<file path="config.mk">
export PLATFORM = sky130hd
export DESIGN_NAME = xbar_ctrl_rr_flat
export DESIGN_NICKNAME = d
export VERILOG_FILES = /design/src/rtl/xbar_ctrl_rr_pkg.sv /design/src/rtl/xbar_ctrl_rr_if.sv /design/src/rtl/xbar_ctrl_rr_rr_arbiter.sv /design/src/rtl/xbar_ctrl_rr.sv /design/src/flat_wrapper.sv
export SDC_FILE = /design/constraint.sdc
export NUM_CORES = 1
export LEC_CHECK = 0
export CAP_MARGIN = 40
export CELL_PAD_IN_SITES_DETAIL_PLACEMENT = 0
export CELL_PAD_IN_SITES_GLOBAL_PLACEMENT = 1
export CORE_UTILIZATION = 49
export CTS_CLUSTER_SIZE = 28
export DETAILED_ROUTE_END_ITERATION = 8
export PLACE_DENSITY_LB_ADDON = 0.1
export SLEW_MARGIN = 15
export SYNTH_ARGS = -nofsm -noshare
export SYNTH_HDL_FRONTEND = slang
export SYNTH_SLANG_ARGS = --single-unit
</file>
<file path="constraint.sdc">
create_clock -name clk_i -period 15.7 [get_ports clk_i]
set_input_delay 4.71 -clock clk_i [delete_from_list [all_inputs] [get_ports clk_i]]
set_output_delay 4.71 -clock clk_i [all_outputs]
set_load 0.03 [all_outputs]
</file>
<file path="src/rtl/xbar_ctrl_rr_pkg.sv">
// Shared switch definitions: mesh port indices, default port count and
// the helpers used to size and walk port indices.
package xbar_ctrl_rr_pkg;

  localparam int LOCAL = 0;
  localparam int NORTH = 1;
  localparam int EAST  = 2;
  localparam int SOUTH = 3;
  localparam int WEST  = 4;

  localparam int PORT_N_DEF = 5;

  // Width of one port index; never narrower than one bit.
  function automatic int sel_width(input int n);
    return (n <= 2) ? 1 : $clog2(n);
  endfunction

  // (a + b) mod n for a, b < n, without a divider or a power-of-2 assumption.
  function automatic int wrap_add(input int a, input int b, input int n);
    int s;
    s = a + b;
    return (s >= n) ? s - n : s;
  endfunction

endpackage

</file>
<file path="src/rtl/xbar_ctrl_rr_if.sv">
// Handshake bundle between the switch controller, the input/output FIFOs
// and the routing-computation logic.
interface xbar_ctrl_rr_if
  import xbar_ctrl_rr_pkg::*;
#(
  parameter int PORT_N = PORT_N_DEF
);
  localparam int SEL_W = sel_width(PORT_N);

  logic [PORT_N-1:0]       empty_i;
  logic [PORT_N-1:0]       rd_en_o;
  logic [PORT_N-1:0]       vld_input_o;
  logic [PORT_N*SEL_W-1:0] dest_i;
  logic [PORT_N-1:0]       full_i;
  logic [PORT_N-1:0]       wr_en_o;
  logic [PORT_N*SEL_W-1:0] xbar_sel_o;
  logic                    err_o;

  // Environment side: FIFOs and routing logic.
  modport master (
    output empty_i, dest_i, full_i,
    input  rd_en_o, vld_input_o, wr_en_o, xbar_sel_o, err_o
  );

  // Controller side.
  modport slave (
    input  empty_i, dest_i, full_i,
    output rd_en_o, vld_input_o, wr_en_o, xbar_sel_o, err_o
  );

endinterface

</file>
<file path="src/rtl/xbar_ctrl_rr_rr_arbiter.sv">
// Round-robin arbiter for one output port: grants the first requester at or
// after the pointer, then moves the pointer just past the winner.
module rr_arbiter
  import xbar_ctrl_rr_pkg::*;
#(
  parameter int N = PORT_N_DEF,
  parameter int W = sel_width(N)
) (
  input  logic         clk_i,
  input  logic         rst_i,
  input  logic [N-1:0] req,
  input  logic         en,
  output logic         gnt_vld,
  output logic [W-1:0] gnt_idx
);

  logic [W-1:0] ptr_q;

  // NOTE: every output gets a default at the top of the block so no path
  // leaves it unassigned, which would otherwise infer a latch.
  always_comb begin
    gnt_vld = 1'b0;
    gnt_idx = '0;
    // Walk farthest-first so the candidate closest to the pointer wins last.
    for (int k = N - 1; k >= 0; k--) begin
      if (en && req[wrap_add(int'(ptr_q), k, N)]) begin
        gnt_vld = 1'b1;
        gnt_idx = W'(wrap_add(int'(ptr_q), k, N));
      end
    end
  end

  // NOTE: state registers use non-blocking assignments so every flop
  // samples pre-edge values regardless of block ordering.
  always_ff @(posedge clk_i) begin
    if (rst_i) begin
      ptr_q <= '0;
    end else if (gnt_vld) begin
      ptr_q <= (int'(gnt_idx) == N - 1) ? '0 : gnt_idx + W'(1);
    end
  end

endmodule

</file>
<file path="src/rtl/xbar_ctrl_rr.sv">
// Crossbar scheduler for the mesh XY switch: one head-flit staging slot per
// input, one round-robin arbiter per output, refill in the cycle of a grant.
module xbar_ctrl_rr
  import xbar_ctrl_rr_pkg::*;
#(
  parameter int PORT_N = PORT_N_DEF
) (
  input logic          clk_i,
  input logic          rst_i,
  xbar_ctrl_rr_if.slave bus
);

  localparam int SEL_W = sel_width(PORT_N);

  logic [PORT_N-1:0]       vld_q;
  logic                    err_q;
  logic [PORT_N-1:0]       req [PORT_N];
  logic [PORT_N-1:0]       ill;
  logic [PORT_N-1:0]       granted;
  logic [PORT_N-1:0]       served;
  logic [PORT_N-1:0]       rd_en;
  logic [PORT_N-1:0]       wr_en;
  logic [PORT_N-1:0]       gnt_vld;
  logic [SEL_W-1:0]        gnt_idx [PORT_N];
  logic [PORT_N*SEL_W-1:0] sel_flat;
  logic                    sel_clash;

  // Request matrix: an input asks only for the output its staged flit names.
  always_comb begin
    ill = '0;
    for (int o = 0; o < PORT_N; o++) req[o] = '0;
    for (int i = 0; i < PORT_N; i++) begin
      ill[i] = vld_q[i] && (int'(bus.dest_i[i*SEL_W +: SEL_W]) >= PORT_N);
      for (int o = 0; o < PORT_N; o++) begin
        req[o][i] = vld_q[i] && (bus.dest_i[i*SEL_W +: SEL_W] == SEL_W'(o));
      end
    end
  end

  for (genvar o = 0; o < PORT_N; o++) begin : g_arb
    rr_arbiter #(
      .N (PORT_N),
      .W (SEL_W)
    ) u_arb (
      .clk_i   (clk_i),
      .rst_i   (rst_i),
      .req     (req[o]),
      .en      (~bus.full_i[o]),
      .gnt_vld (gnt_vld[o]),
      .gnt_idx (gnt_idx[o])
    );
  end

  always_comb begin
    granted = '0;
    for (int o = 0; o < PORT_N; o++) begin
      for (int i = 0; i < PORT_N; i++) begin
        if (gnt_vld[o] && (int'(gnt_idx[o]) == i)) granted[i] = 1'b1;
      end
    end
  end

  // A dropped illegal flit counts as served so its slot can refill.
  assign served = granted | ill;
  assign rd_en  = rst_i ? '0 : (~bus.empty_i & (~vld_q | served));
  assign wr_en  = rst_i ? '0 : gnt_vld;

  always_comb begin
    sel_flat = '0;
    for (int o = 0; o < PORT_N; o++) begin
      if (wr_en[o]) sel_flat[o*SEL_W +: SEL_W] = gnt_idx[o];
    end
  end

  always_ff @(posedge clk_i) begin
    if (rst_i) begin
      vld_q <= '0;
      err_q <= 1'b0;
    end else begin
      vld_q <= rd_en | (vld_q & ~served);
      err_q <= err_q | (|ill);
    end
  end

  assign bus.rd_en_o     = rd_en;
  assign bus.wr_en_o     = wr_en;
  assign bus.xbar_sel_o  = sel_flat;
  assign bus.vld_input_o = vld_q;
  assign bus.err_o       = err_q;

  always_comb begin
    sel_clash = 1'b0;
    for (int a = 0; a < PORT_N; a++) begin
      for (int b = a + 1; b < PORT_N; b++) begin
        if (wr_en[a] && wr_en[b] && (gnt_idx[a] == gnt_idx[b])) sel_clash = 1'b1;
      end
    end
  end

  a_no_overwrite: assert property (@(posedge clk_i) disable iff (rst_i)
    (rd_en & vld_q & ~served) == '0);
  a_no_write_full: assert property (@(posedge clk_i) disable iff (rst_i)
    (wr_en & bus.full_i) == '0);
  a_no_read_empty: assert property (@(posedge clk_i) disable iff (rst_i)
    (rd_en & bus.empty_i) == '0);
  a_sel_distinct: assert property (@(posedge clk_i) disable iff (rst_i)
    !sel_clash);

endmodule

</file>
<file path="src/flat_wrapper.sv">
// flat-port wrapper written by rule: the top's interface ports become plain ports
module xbar_ctrl_rr_flat import xbar_ctrl_rr_pkg::*;
#(
  parameter int PORT_N = PORT_N_DEF
)
  (clk_i, rst_i, bus_empty_i, bus_dest_i, bus_full_i, bus_rd_en_o, bus_vld_input_o, bus_wr_en_o, bus_xbar_sel_o, bus_err_o);
  xbar_ctrl_rr_if #(.PORT_N(PORT_N)) bus_i ();
  input logic clk_i;
  input logic rst_i;
  input wire logic [$bits(bus_i.empty_i)-1:0] bus_empty_i;
  input wire logic [$bits(bus_i.dest_i)-1:0] bus_dest_i;
  input wire logic [$bits(bus_i.full_i)-1:0] bus_full_i;
  output wire logic [$bits(bus_i.rd_en_o)-1:0] bus_rd_en_o;
  output wire logic [$bits(bus_i.vld_input_o)-1:0] bus_vld_input_o;
  output wire logic [$bits(bus_i.wr_en_o)-1:0] bus_wr_en_o;
  output wire logic [$bits(bus_i.xbar_sel_o)-1:0] bus_xbar_sel_o;
  output wire logic [$bits(bus_i.err_o)-1:0] bus_err_o;
  assign bus_i.empty_i = bus_empty_i;
  assign bus_i.dest_i = bus_dest_i;
  assign bus_i.full_i = bus_full_i;
  assign bus_rd_en_o = bus_i.rd_en_o;
  assign bus_vld_input_o = bus_i.vld_input_o;
  assign bus_wr_en_o = bus_i.wr_en_o;
  assign bus_xbar_sel_o = bus_i.xbar_sel_o;
  assign bus_err_o = bus_i.err_o;
  xbar_ctrl_rr #(.PORT_N(PORT_N)) u_core (.clk_i(clk_i), .rst_i(rst_i), .bus(bus_i));
endmodule
</file>
==> results.toml <==
[run_status]
status = "finished, violations left"
failed_checks = "design-rule violations"

[floorplanning]
row_count = 44
die_w_um = 125.0
design.core.area_um2 = 14640
start_util = 0.5064
ioPinCount = 58
dieArea_um2 = 15630
die_h_um = 125.0

[clock_network]
post-cts-setup-buffers = 0
clkLatencyLatePin_ps = 270
cts_buffers = 3
h-tree-depth = 1
cts_root_buffer = "clkbuf_16"
post_cts_resized = 0
cts_tree = "done"
cts.reportedPaths.clkPinSlew_ps = 70
cts_sinks = 21
ctsHoldBuffers = 0
clock_path_buffers = 2

[worst_setup_path]
cp.depth = 17
reg2regPathDepth = 16
reg2reg_slack_ps = 10310
critPathCapture = "bus_rd_en_o[3]"
critical_path_required_ps = 10990
reg2reg_from = "u_core.g_arb[3].u_arb.ptr_q[1]$_SDFFE_PP0P_"
path_class = "in2out"
max_stage_delay_ps = 910
crit_fanout = 11
path_cells = "clkdlybuf4s50_1 -> nor4b_1 -> a22oi_1 -> a32oi_1 -> o32ai_2 -> or3_1 -> a41o_1 -> mux2i_1 -> inv_1 -> ha_1 -> ha_1 -> inv_1 -> o211ai_1 -> a221o_1 -> a221oi_1 -> nor3_1 -> clkdlybuf4s50_1"
crit_path_start_kind = "primary input"
crit_path_start = "bus_dest_i[4]"
crit_buf_inv = 4
critical-path-top-delay-family = "compound AO/OA/AOI/OAI gates"
endpoint_kind = "primary output"
r2r-end = "u_core.bus.vld_input_o[3]$_SDFF_PP0_"
cp.arrival_ps = 9920
cpMaxStageDelayCell = "nor4b_1"

[power]
seqPwrFrac = 0.092
intPower_uw = 448.9
power.switching_uw = 656.8
p_per_area_nw_per_um2 = 135.9
p_clk_frac = 0.054
pwr-share-comb = 0.854
peakVddDrop_v = 0.00008578
p_sw_frac = 0.5940
p_leak_nw = 3.274

[run]
maxCapViolations = 0

[placement]
dp_hpwl_um = 17880
io_buffers = 57
gp_congestion = 0.9164
dpl.cell_count = 1232
place_area_um2 = 8051

[sta]
max_freq_ghz = 0.06837
slew_violations = 0
whs_ps = 515.8
finalCritPeriodShare = 0.9316
finalSetupViolations = 0
hold_viol = 0
tightest_slew_ps = 967.1
fin_tns_setup_ps = 0
min_period_ps = 14630
worst_clock_skew_ps = 8.444
rsz0062_at_grt = "false"
max_slew_margin = 0.3462

[global_route]
grt_usage = 0.2925
grt_pass1_vias = 7325
grt_max_degree = 31
gr-total-overflow = 0
antenna_found_initial = 0
grt_pass1_wl_um = 37960

[finish]
num-fill-cells = 1447
synthToLayoutAreaGrowth_pct = 9.752
multi_input_area_um2 = 6521
drive_above_1_share = 0.06363
design_area_um2 = 8139
nNetsFinal = 1173
utilization = 0.5558
ff_latch_area_um2 = 420.4
insertedDiodeCount = 0
fin_cells = 1237

[synth]
yosysUniqueCellTypes = 97
synth_largest_area_cell = "ha_1"
synth_area_leaders = "ha_1 16%, dfxtp_1 5.7%, nor2_1 5.2%"
yosys.area.top_type_share = 0.1552
synth_ff_type = "dfxtp_1"
synth_nets = 1152
ys_seq_area_frac = 0.05669
yosys_warnings = 0
async_flop_share = 0
syn_inst = 1033
synth_edf_count = 0
ys_ff_latch = 21
synth.avg_cell_area_um2 = 7.179
synth_area_um2 = 7416

[drt]
drt_iter0_drc = 727
route.detailed.drc = 6
wl_per_cell_um = 18.84
drtPass1Iterations = 7
num_vias = 8105
via_per_inst = 6.552
ant_nets = 0
wl_um = 23300

[hold_path]
hp-class = "reg2reg"
-- power groups by stage --
stage,clock network [mW],registers [mW],logic [mW]
2_1_floorplan,0,0.0875,0.730
3_3_place_gp,0,0.102,0.931
5_1_grt,0.0619,0.105,1.05
6_report,0.0599,0.102,0.944
3_5_place_dp,0,0.102,0.930
4_1_cts,0.0597,0.101,0.935
-- routing by layer --
layer | share of wire | vias to the layer above | global-route usage
li1 | - | 3968 | -
met2 | 0.46 | 325 | 0.4785
met4 | 0.027 | 0 | 0.09541
met5 | 0 | - | 0
met1 | 0.45 | 3771 | 0.4059
met3 | 0.062 | 41 | 0.02182
-- worst min-delay path, stage by stage (launching register included) --
cell and delay (ps):
dfxtp_1 330, inv_1 50, a41oi_1 80
-- cells by family (layout without fill, tap and decap cells) --
kind of cell	count (synthesis)	count (layout)	share of synthesized area
and+or+nand+nor	417	417	0.3140
adders and majority gates	92	92	0.1552
DFF	21	21	0.05669
buffers and inverters	111	131	0.06394
xor gates and xnor gates	24	24	0.03037
AOI/OAI and AO/OA	324	324	0.3111
muxes	44	44	0.06867
-- stage by stage --
stage	power (mW)	setup WS, ps
final	1.106	1074
after detailed placement	1.033	1201
after CTS	1.096	1192
after global routing	1.216	767.2
after floorplan	0.8172	2904
after global placement	1.034	1151
-- flip-flops by register name, indices dropped and copies added (netlist names) --
| signal | count |
|---|---|
| u_core.g_arb.u_arb.ptr_q | 15 |
| u_core.bus.err_o | 1 |
| u_core.bus.vld_input_o | 5 |
-- synth_stat cells, types with 9 or more instances --
cell type / count
and2_1: 10
a211oi_1: 22
nand2b_1: 19
a21oi_1: 59
nor3_1: 30
a2111oi_0: 10
nand3_1: 41
xnor2_1: 15
nor4_1: 12
or3_1: 9
a31oi_1: 10
buf_2: 22
nand4_1: 10
clkbuf_1: 22
a22oi_1: 11
nand2_1: 70
a21o_1: 9
nor2b_1: 20
ha_1: 92
and3_1: 19
o211ai_1: 10
inv_1: 52
o31ai_1: 15
nand3b_1: 10
mux2i_1: 34
o22ai_1: 13
o21ai_0: 51
dfxtp_1: 21
nor2_1: 103
-- final cells by class --
cell class / count / share of cell area
clock buffer: 3 / 0.009224
multi-input combinational: 901 / 0.8012
inverter: 57 / 0.02644
clock inverter: 1 / 0.0009224
tap: 184 / 0.02829
timing repair buffer: 70 / 0.08224
sequential: 21 / 0.05165
-- worst min-delay path by stage --
stage | end | slack, ps | cells past startpoint | start
after floorplan | u_core.g_arb[0].u_arb.ptr_q[1]$_SDFFE_PP0P_ | 610 | 2 | u_core.g_arb[0].u_arb.ptr_q[1]$_SDFFE_PP0P_
after global placement | u_core.bus.err_o$_SDFF_PP0_ | 510 | 2 | u_core.bus.err_o$_SDFF_PP0_
after detailed placement | u_core.bus.err_o$_SDFF_PP0_ | 510 | 2 | u_core.bus.err_o$_SDFF_PP0_
after CTS | u_core.bus.err_o$_SDFF_PP0_ | 520 | 2 | u_core.bus.err_o$_SDFF_PP0_
after global routing | u_core.bus.err_o$_SDFF_PP0_ | 550 | 2 | u_core.bus.err_o$_SDFF_PP0_
final | u_core.bus.err_o$_SDFF_PP0_ | 520 | 2 | u_core.bus.err_o$_SDFF_PP0_
-- cells in the final DEF (no fill, tap or decap), types with 19 or more instances in the layout --
cell type / netlist / routed
a211oi_1: 22 / 22
a21oi_1: 59 / 59
and3_1: 19 / 19
clkdlybuf4s50_1: 0 / 57
dfxtp_1: 21 / 21
ha_1: 92 / 92
inv_1: 52 / 52
mux2i_1: 34 / 34
nand2_1: 70 / 70
nand2b_1: 19 / 19
nand3_1: 41 / 41
nor2_1: 103 / 103
nor2b_1: 20 / 20
nor3_1: 30 / 30
o21ai_0: 51 / 51
No activity file was read; power rests on OpenSTA's default activity.
